[src/rtl/stream_demux4.sv]
`default_nettype none
// ============================================================================
// Module   : stream_demux4
// Brief    : 1-to-4 valid/ready stream demultiplexer with one output register
//            per lane, select or round-robin routing, and per-lane beat counters.
// Revision : 1.0
// ============================================================================
module stream_demux4 #(
    parameter int N  = 8,
    parameter int CW = 8
) (
    input  logic          clk,
    input  logic          rst,
    input  logic          in_valid,
    output logic          in_ready,
    input  logic [N-1:0]  in_data,
    input  logic [1:0]    in_sel,
    input  logic          rr_mode,
    output logic [3:0]    out_valid,
    input  logic [3:0]    out_ready,
    output logic [N-1:0]  out_data0,
    output logic [N-1:0]  out_data1,
    output logic [N-1:0]  out_data2,
    output logic [N-1:0]  out_data3,
    output logic [4*CW-1:0] lane_cnt,
    output logic [1:0]    rr_ptr
);

    localparam logic [CW-1:0] c_cnt_one = CW'(1);
    localparam logic [1:0]    c_ptr_one = 2'd1;

    logic [3:0]    r_valid;
    logic [N-1:0]  r_data [4];
    logic [CW-1:0] r_cnt  [4];
    logic [1:0]    r_rr_ptr;

    logic [1:0]    w_dest;
    logic          w_in_ready;
    logic          w_accept;

    // Ready looks only at the destination lane, so a stall elsewhere never blocks us.
    always_comb begin
        w_dest     = rr_mode ? r_rr_ptr : in_sel;
        w_in_ready = ~rst & (~r_valid[w_dest] | out_ready[w_dest]);
        w_accept   = in_valid & w_in_ready;
    end

    generate
        for (genvar k = 0; k < 4; k++) begin : g_lane
            logic w_load;
            assign w_load = w_accept & (w_dest == 2'(k));

            // Load wins over drain so a lane can sustain one beat per cycle.
            always_ff @(posedge clk or posedge rst) begin
                if (rst) begin
                    r_valid[k] <= 1'b0;
                    r_data[k]  <= '0;
                    r_cnt[k]   <= '0;
                end else if (w_load) begin
                    r_valid[k] <= 1'b1;
                    r_data[k]  <= in_data;
                    r_cnt[k]   <= r_cnt[k] + c_cnt_one;
                end else if (out_ready[k]) begin
                    r_valid[k] <= 1'b0;
                end
            end

            assign lane_cnt[k*CW +: CW] = r_cnt[k];
        end
    endgenerate

    always_ff @(posedge clk or posedge rst) begin
        if (rst) begin
            r_rr_ptr <= 2'd0;
        end else if (w_accept && rr_mode) begin
            r_rr_ptr <= r_rr_ptr + c_ptr_one;
        end
    end

    assign in_ready  = w_in_ready;
    assign out_valid = r_valid;
    assign out_data0 = r_data[0];
    assign out_data1 = r_data[1];
    assign out_data2 = r_data[2];
    assign out_data3 = r_data[3];
    assign rr_ptr    = r_rr_ptr;

endmodule
`default_nettype wire

[config.mk]
export PLATFORM = sky130hd
export DESIGN_NAME = stream_demux4
export DESIGN_NICKNAME = d
export VERILOG_FILES = /design/src/rtl/stream_demux4.sv
export SDC_FILE = /design/constraint.sdc
export NUM_CORES = 1
export LEC_CHECK = 0
export CAP_MARGIN = 20
export CORE_UTILIZATION = 45
export DETAILED_ROUTE_END_ITERATION = 6
export PLACE_DENSITY = 0.77
export SLEW_MARGIN = 20
export SYNTH_ARGS = -nofsm -noshare
export SYNTH_HDL_FRONTEND = slang
export SYNTH_SLANG_ARGS = --single-unit
[constraint.sdc]
create_clock -name clk -period 2.9 [get_ports clk]
set_clock_uncertainty 0.1 [all_clocks]
set_input_delay 0.58 -clock clk [delete_from_list [all_inputs] [get_ports clk]]
set_output_delay 0.58 -clock clk [all_outputs]
set_load 0.05 [all_outputs]
==> summary.md <==
| Metric | Value |
|---|---|
| Status | `complete, no violations` |
| Ratio of cells with drive above 1 in the final layout | `0.198` |
| DRC violations left | `0` |
| CTS root buffer | `clkbuf_8` |
| Grt ovf | `0` |
| Top cells by area, synth | `dfrtp_1, mux2_2, xnor2_1` |
| Total number of vias | `approximately 2100` |
| Die height | `approximately 84 microns` |
| Antenna violations before repair | `0` |
| Reg clk slew, reported paths | `around 70 ps` |
| Flop and latch count out of synthesis | `70` |
| Max Slew Vio Count | `0` |
| HP Class | `flop to flop` |
| Non-Filler Instances | `between 400 and 500` |
| Final worst slack | `a little over 60 ps` |
| Placed Cells | `roughly 400` |
| Number of global-route vias before repair | `approximately 2200` |
| Area leader, netlist | `dfrtp_1` |
| Static Leak | `approximately 0.0019 uW` |
| Max_cap viols | `0` |
| Endpoints failing setup | `0` |
| Cells after Synth | `about 230` |
| Area Overhead vs Synth | `40.6%` |
| Num Clock Sinks | `70` |
| GRT Total Usage | `0.208` |
| Reg2reg setup slack | `around 960 ps` |
| Die area | `between 6000 and 7000 sq um` |
| Netlist Area Pre-Place | `approximately 3000 sq um` |
| Arrival @ worst endpoint | `2160 ps` |
| Nets | `360` |
| Largest net degree at the start of global routing | `33` |
| Vias per cell | `just over 5` |
| Initial core utilization | `0.470` |
| Max-slew headroom | `0.637` |
| Total Wirelength | `around 6.6 mm` |
| DR WL/cell | `about 16 microns` |
| DP Area | `approximately 4000 sq um` |
| Asr flop ratio synth | `1.00` |
| Fin crit share | `0.979` |
| DR iter-0 viols | `87` |
| DP HPWL | `4.69 mm` |
| Final worst path period need | `2840 ps` |
| Hold Crit Start | `lane_cnt[23]$_DFFE_PP0P_` |
| Dpl ws | `approximately 61 ps` |
| Post-synthesis sequential area ratio | `0.584` |
| CTS hold repair buffers | `0` |
| Actual slew at the worst max-slew pin | `544 ps` |
| Synth unique cells | `31` |
| Worst setup path start | `rr_mode` |
| Row cnt | `29` |
| Clock Latency Late Sink | `~340 ps` |
| Io pins | `89` |
| RD Place Congestion | `between 0.7 and 0.8` |
| Area share of the largest cell type after synthesis | `0.584` |
| Port bufs | `between 80 and 90` |
| Ant diodes | `0` |
| Syn_area_per_cell | `roughly 13 sq um` |
| Util after Layout | `0.660` |
| Clk buf depth | `2` |
| Crit-path max FO | `3` |
| Pwr Density | `1160 nW/um^2` |
| VDD IR max | `roughly 0.91 mV` |
| Final Hold Viols | `0` |
| EDFF count, synth | `0` |
| Worst setup SP type | `primary input` |
| Worst setup path class | `primary input to primary output` |
| CP endpoint kind | `primary output` |
| First-pass GRT wire length | `approximately 11 mm` |
| Fin area | `about 4200 sq um` |
| Core ar. | `roughly 6400 sq um` |
| Main synth FF type | `dfrtp_1` |
| H-tree depth | `3` |
| Total CTS buffers | `9` |
| Syn. warnings | `0` |
| CTS tree | `yes` |
| Die Span X | `around 84 microns` |
| CP required | `about 2200 ps` |
| Most common cell in the netlist | `dfrtp_1` |
| Fmax | `352 MHz` |
| Synth cell count leaders | `dfrtp_1, nand2_1, mux2_2` |
| Drt pass-1 iters | `4` |
| # fillers | `just over 500` |
| Syn_nets | `about 260` |
| Launching point of the worst reg2reg path | `rr_ptr[1]$_DFFE_PP0P_` |
| Post-DRT Antenna Nets | `0` |
[power breakdown]
group	leakage, uW	internal (uW)	switching, uW
sequential	0.000892	1320	282
combinational	0.000913	918	1660
clock	0.0000861	330	364
total	0.00189	2570	2310
[cell families after synthesis]
logic type / synth area share
AOI/OAI and AO/OA: 0.0104
DFF: 0.584
buffers and inverters: 0.0179
adders and majority gates: 0.0167
xor gates and xnor gates: 0.0876
and+or+nand+nor: 0.155
muxes: 0.129
[routing by layer]
metal | GRT usage | up-vias | part of all wire
met2 | 0.315 | 61 | 0.45
li1 | - | 1009 | -
met3 | 0.0692 | 8 | 0.064
met5 | 0 | - | 0
met4 | 0.0847 | 0 | 0.016
met1 | 0.276 | 1044 | 0.47
[cell usage in the layout (no fill, tap or decap), drive strengths merged]
cell type       n
clkdlybuf4s50  87
dfrtp          70
nand2          34
mux2           29
xnor2          21
buf            13
clkbuf         12
nand4          11
xor2            9
nand3           9
nor2            8
and3            6
ha              4
mux2i           4
nor2b           3
nand2b          3
and4            3
clkinv          3
inv             3
nor4            2
or2             2
and2            1
and4b           1
a31oi           1
a22oi           1
nor3b           1
a22o            1
clkinvlp        1
[critical path, cell delays in order]
cell and delay [ps]:
clkdlybuf4s50_1 540, mux2i_2 290, mux2_4 340, mux2i_1 180
nor2_2 70, buf_12 150
[registers in the layout (all words and copies together), names as in the netlist]
signal	count
lane_cnt	32
out_data0	8
out_data1	8
out_data2	8
out_data3	8
out_valid	4
rr_ptr	2
[layout make-up]
type | instances | area, sq um | area share
Sequential cell | 70 | 1750 | 0.415
Inverter | 3 | 11.3 | 0.00267
Multi-Input combinational cell | 154 | 1200 | 0.284
Clock buffer | 12 | 145 | 0.0344
Clock inverter | 4 | 22.5 | 0.00534
Tap cell | 77 | 96.3 | 0.0228
Timing Repair Buffer | 100 | 993 | 0.236
[worst paths after layout]
kind	endpoint	depth (start not counted)
setup / recovery	in_ready	6
hold / removal	lane_cnt[23]$_DFFE_PP0P_	1
setup reg to reg	out_data1[6]$_DFFE_PP0P_	5
hold reg to reg	lane_cnt[23]$_DFFE_PP0P_	1
max in group asynchronous	out_data3[7]$_DFFE_PP0P_	3
min in group asynchronous	lane_cnt[20]$_DFFE_PP0P_	2
[through the flow]
stage / TNS (ps) / hold WS (ps) / total power, uW
floorplan: 0 / 585 / 3280
global placement: 0 / 360 / 4170
detailed placement: 0 / 364 / 4200
CTS: 0 / 392 / 4910
global route: -14.5 / 415 / 5100
finish: 0 / 384 / 4880
[what timing repair did]
item	4_1_cts	5_1_grt
buffers inserted	0	0
gates resized for setup	0	1
setup endpoints to repair	0	1
Power figures use the tool's default switching activity.
